$ cat config.mk
export PLATFORM = sky130hd
export DESIGN_NAME = dram_arb
export DESIGN_NICKNAME = d
export VERILOG_FILES = /design/src/rtl/dram_arb.sv
export SDC_FILE = /design/constraint.sdc
export NUM_CORES = 2
export LEC_CHECK = 0
export BUFFER_PORTS_ARGS = -buffer_cell sky130_fd_sc_hd__buf_4
export CAP_MARGIN = 20
export CORE_AREA = 3 3 508 510
export CTS_BUF_LIST = sky130_fd_sc_hd__clkbuf_4
export CTS_CLUSTER_SIZE = 16
export DETAILED_ROUTE_END_ITERATION = 10
export DIE_AREA = 0 0 511 513
export HOLD_SLACK_MARGIN = 0.15
export SYNTH_ARGS = -nofsm -noshare
export SYNTH_HDL_FRONTEND = slang
export SYNTH_SLANG_ARGS = --single-unit
$ cat constraint.sdc
create_clock -name clk -period 23.8 [get_ports clk]
set_input_delay 2.38 -clock clk [delete_from_list [all_inputs] [get_ports clk]]
set_output_delay 2.38 -clock clk [all_outputs]
set_load 0.02 [all_outputs]
$ cat src/rtl/dram_arb.sv
`default_nettype none
// ============================================================================
// Module      : dram_arb
// Description : Two-reader / one-writer arbiter for the frame DRAM. It uses
//               round-robin read grants and stalls a same-address read behind
//               a write. Read returns are tagged back to their clients, and
//               out-of-range accesses set a sticky error flag.
// Revision    : 1.0 - initial release
// ============================================================================
module dram_arb #(
    parameter int AW     = 19,
    parameter int DW     = 8,
    parameter int RW     = 392,
    parameter int DEPTH  = 307200,
    parameter int RD_LAT = 1
) (
    input  logic          clk,
    input  logic          rst,
    input  logic          wr_req,
    input  logic [AW-1:0] wr_addr,
    input  logic [DW-1:0] wr_data,
    output logic          wr_gnt,
    input  logic          rd0_req,
    input  logic [AW-1:0] rd0_addr,
    output logic          rd0_gnt,
    output logic          rd0_valid,
    output logic [RW-1:0] rd0_data,
    input  logic          rd1_req,
    input  logic [AW-1:0] rd1_addr,
    output logic          rd1_gnt,
    output logic          rd1_valid,
    output logic [RW-1:0] rd1_data,
    output logic          ren,
    output logic [AW-1:0] raddr,
    output logic          wen,
    output logic [AW-1:0] waddr,
    output logic [DW-1:0] wdata,
    input  logic [RW-1:0] rdata,
    output logic          err
);

    localparam logic [AW:0] c_depth = (AW+1)'(DEPTH);

    logic              r_rr;
    logic [RD_LAT-1:0] r_tag_vld;
    logic [RD_LAT-1:0] r_tag_id;
    logic [RD_LAT-1:0] r_tag_oor;

    logic              w_both;
    logic              w_any;
    logic              w_sel;
    logic [AW-1:0]     w_win_addr;
    logic              w_win_inr;
    logic              w_wr_inr;
    logic              w_hazard;
    logic              w_rd_gnt;
    logic              w_tail_vld;
    logic              w_tail_id;
    logic              w_tail_oor;

    // Grants are suppressed while rst is high so traffic held through reset is ignored.
    always_comb begin
        w_both     = rd0_req & rd1_req;
        w_any      = (rd0_req | rd1_req) & ~rst;
        w_sel      = w_both ? r_rr : rd1_req;
        w_win_addr = w_sel ? rd1_addr : rd0_addr;
        w_win_inr  = ({1'b0, w_win_addr} < c_depth);
        w_wr_inr   = ({1'b0, wr_addr} < c_depth);
        w_hazard   = w_any & wr_req & w_wr_inr & (w_win_addr == wr_addr);
        w_rd_gnt   = w_any & ~w_hazard;

        rd0_gnt    = w_rd_gnt & ~w_sel;
        rd1_gnt    = w_rd_gnt & w_sel;
        ren        = w_rd_gnt & w_win_inr;
        raddr      = ren ? w_win_addr : '0;

        wr_gnt     = wr_req & ~rst;
        wen        = wr_gnt & w_wr_inr;
        waddr      = wen ? wr_addr : '0;
        wdata      = wen ? wr_data : '0;

        w_tail_vld = r_tag_vld[RD_LAT-1];
        w_tail_id  = r_tag_id[RD_LAT-1];
        w_tail_oor = r_tag_oor[RD_LAT-1];
    end

    // Tag pipeline: shifts toward the MSB, and the MSB lines up with rdata.
    always_ff @(posedge clk or posedge rst) begin
        if (rst) begin
            r_tag_vld <= '0;
            r_tag_id  <= '0;
            r_tag_oor <= '0;
        end else begin
            r_tag_vld <= RD_LAT'({r_tag_vld, w_rd_gnt});
            r_tag_id  <= RD_LAT'({r_tag_id, w_sel});
            r_tag_oor <= RD_LAT'({r_tag_oor, ~w_win_inr});
        end
    end

    always_ff @(posedge clk or posedge rst) begin
        if (rst) begin
            r_rr <= 1'b0;
            err  <= 1'b0;
        end else begin
            if (w_rd_gnt && w_both) begin
                r_rr <= ~r_rr;
            end
            if ((w_rd_gnt && !w_win_inr) || (wr_gnt && !w_wr_inr)) begin
                err <= 1'b1;
            end
        end
    end

    always_ff @(posedge clk or posedge rst) begin
        if (rst) begin
            rd0_valid <= 1'b0;
            rd1_valid <= 1'b0;
            rd0_data  <= '0;
            rd1_data  <= '0;
        end else begin
            rd0_valid <= w_tail_vld & ~w_tail_id;
            rd1_valid <= w_tail_vld & w_tail_id;
            if (w_tail_vld && !w_tail_id) begin
                rd0_data <= w_tail_oor ? '0 : rdata;
            end
            if (w_tail_vld && w_tail_id) begin
                rd1_data <= w_tail_oor ? '0 : rdata;
            end
        end
    end

endmodule
`default_nettype wire

==> impl_metrics.ini <==
[drt]
drt_iter0_markers = 2061
routedWlPerCell_um = 24.57
drtAntennaViolNets = 0
vias = 29330
finalWirelength_mm = 197.7
route.detailed.drc = 0
first_pass_iters = 7
via_per_inst = 3.644

[synth]
synth-xor-area-share = 0.005627
synth_compound_area_frac = 0.1375
syn_area_mm2 = 0.03113
synthAdderAreaFrac = 0
synthMuxAreaShare = 0.002613
synth_cell_type_count = 46
synth_top_family_by_area = simple AND/OR/NAND/NOR gates
postSynthAreaPerCell_um2 = 9.857
netlist_instances = 3158
synth_fp_nets = 3620
yosysWarnings = 0
yosysSeqAreaShare = 0.6359
yosys.area_share.simple = 0.1879
ys_seq_elements = 791

[sta]
fmax_mhz = 119.9
fin_ws_ps = 15460
timing.final.crit_share = 0.3505
hold_violations = 0
slew_violations = 0
worstMarginPinSlew_ps = 1152
min_period_ps = 8341
slew_headroom = 0.2322
grt_setup_unrepaired = no
fin_skew_ps = 107.2
setup_violations = 0
tns_ps = 0

[run_status]
status = completed

[critical_path]
path_class = primary input to output pin
critPathMostFrequentCell = buf_4
arrival_ps = 5960
critPathBufInv = 3
cpLargestDelayFamily = simple AND/OR/NAND/NOR gates
crit_path_end_kind = output pin
timing.critical_path.slowest_stage_cell = or3_1
cp_max_fo = 19
worstPathRequired_ps = 21420
slowest_delay_ps = 750
path_cells = buf_4 -> nand2b_1 -> nand2_8 -> inv_6 -> mux2i_1 -> o221ai_1 -> nor4_2 -> or3_1 -> a21oi_1 -> buf_4
worstSetupStartpointType = primary input

[placed_design]
io_buffers = 1299
dp_slack_ps = 15430
place_congestion = 0.9136
dp_hpwl_mm = 165.5

[floorplan]
fp.coreArea_mm2 = 0.2539
io_pins = 1300
die_area_mm2 = 0.2621
row_count = 185
die_w_um = 511
die_y_um = 513
initial_core_util = 0.1226

[cts]
cts_max_path_buffers = 4
cts_hold_buf = 0
path_clk_slew_ps = 50
cts_post_setup_buffers_inserted = 0
cts_buffers = 224
htreeDepth = 4
clock_latency_ps = 1130
cts_tree = done
cts-resized-gates = 0
numClockSinks = 791
cts_root_buf = clkbuf_4

[grt]
grt_pass1_vias = 29280
overflow = 0
grt_pass1_wl_mm = 260.1
grt_antenna_before_repair = 186
grt_max_degree = 227
gr-usage-all-layers = 0.1450

[min_path]
hp-class = flop to flop

[power_and_ir_drop]
ir_drop_uv = 52.05
finalPower_mw = 5.121
p_leak_nw = 22.60
powerDensity_mw_per_mm2 = 108.2

[flow_run]
maxCapViolations = 0

[layout]
syn2layout_area_growth_pct = 52.04
fin_nets = 4951
drive_gt1_frac = 0.3633
fillers = 28380
-- state kept, by name, summed over array words and instances, names as in the netlist --
signal / flops
r_tag_oor: 1
r_tag_id: 1
rd0_data: 392
rd1_valid: 1
r_rr: 1
err: 1
rd0_valid: 1
rd1_data: 392
r_tag_vld: 1
-- metrics by stage --
stage                     hold slack, ps  std cells  utilization  cell area, µm²
after global routing               499.8       8015       0.1861           47240
after floorplan                    455.1       3158            -           31130
after CTS                          482.8       8007       0.1860           47220
after global placement             463.7       7629       0.1753           44520
final                              476.7       8049       0.1864           47330
after detailed placement           470.7       7629       0.1753           44520
-- routing by layer --
| metal | part of all wire | wire [µm] | vias up | GRT usage |
|---|---|---|---|---|
| li1 | - | - | 13170 | - |
| met1 | 0.35 | 68400 | 13960 | 0.1452 |
| met2 | 0.44 | 87710 | 1478 | 0.2288 |
| met3 | 0.16 | 32340 | 530 | 0.1105 |
| met4 | 0.041 | 8017 | 188 | 0.05171 |
| met5 | 0.0064 | 1256 | - | 0 |
-- final cells by class --
cell class	count	area (µm²)	area share
Sequential cell	791	19800	0.4183
Clock inverter	52	256.5	0.005419
Inverter	19	80.08	0.001692
Antenna cell	42	105.1	0.002221
Multi-Input combinational cell	2122	10400	0.2198
Timing Repair Buffer	1331	10030	0.2119
Tap cell	3366	4212	0.08898
Clock buffer	326	2447	0.05171
-- synth_stat cells, drive strengths merged --
cell	number	area, µm²
a2111oi	2	17.52
a211oi	1	7.510
a21boi	2	15.02
a21o	2	15.01
a21oi	17	100.1
a222oi	2	20.02
a31oi	2	12.51
a32o	1	10.01
and2	25	156.4
and3	4	25.02
buf	13	72.56
clkbuf	213	799.5
dfrtp	791	19790
inv	19	76.32
mux2	3	41.29
mux2i	4	40.04
nand2	807	3045
nand2b	394	2465
nand3	5	25.02
nand4	1	6.260
nor2	10	37.54
nor2b	5	31.28
nor3	4	20.02
nor4	3	25.02
o2111ai	3	26.28
o211a	1	10.01
o211ai	2	15.01
o21a	2	15.01
o21ai	790	3954
o221ai	2	17.52
o22ai	3	18.77
o2bb2ai	1	8.760
o31ai	1	7.510
o32a	1	10.01
or2	1	6.260
or3	1	6.260
xnor2	16	140.1
xor2	4	35.03
-- report_power, final --
group          internal, mW  switching, mW
registers              1.72          0.243
logic                 0.698           1.21
clock network         0.632          0.618
total                  3.05           2.08
-- worst paths after layout --
kind,endpoint,depth (start not counted),slack (ps),from
min in group asynchronous,rd1_data[200],2,1410,rst
max reg2reg,rd0_data[326],6,19360,r_tag_id
min reg2reg,rd1_data[37],2,480,rd1_data[37]
min,rd1_data[37],2,480,rd1_data[37]
max in group asynchronous,rd1_data[341],7,18080,rst
max,raddr[6],10,15460,rd0_req
-- cells by family (layout without fill, tap and decap cells) --
logic type	Yosys count	count (layout)
other	0	42
XOR/XNOR	20	20
buffers and inverters	245	1728
AND/OR/NAND/NOR	1260	1260
flip-flops	791	791
AO/OA/AOI/OAI	835	835
multiplexers	7	7
-- layout by cell type, fill, tap and decap left out, drive strengths merged, types with 2 or more instances in the layout --
cell type	instances
a31oi	2
o211ai	2
clkinvlp	4
a21o	2
o21ai	790
a21boi	2
nand2b	394
nand3	5
xor2	4
nor3	4
mux2	3
o2111ai	3
nor2b	5
nand2	807
clkinv	47
a222oi	2
o21a	2
dfrtp	791
a2111oi	2
inv	19
and3	4
and2	25
a21oi	17
xnor2	16
nor2	10
o221ai	2
clkbuf	326
o22ai	3
mux2i	4
diode	42
nor4	3
buf	1331
-- worst register-to-register path, cell delays in order (launching register included) --
cell and delay, ps:
dfrtp_1 390, nand2b_4 540, buf_4 690, buf_4 700
buf_4 690, buf_4 840, o21ai_0 310
Power figures use the tool's default switching activity.
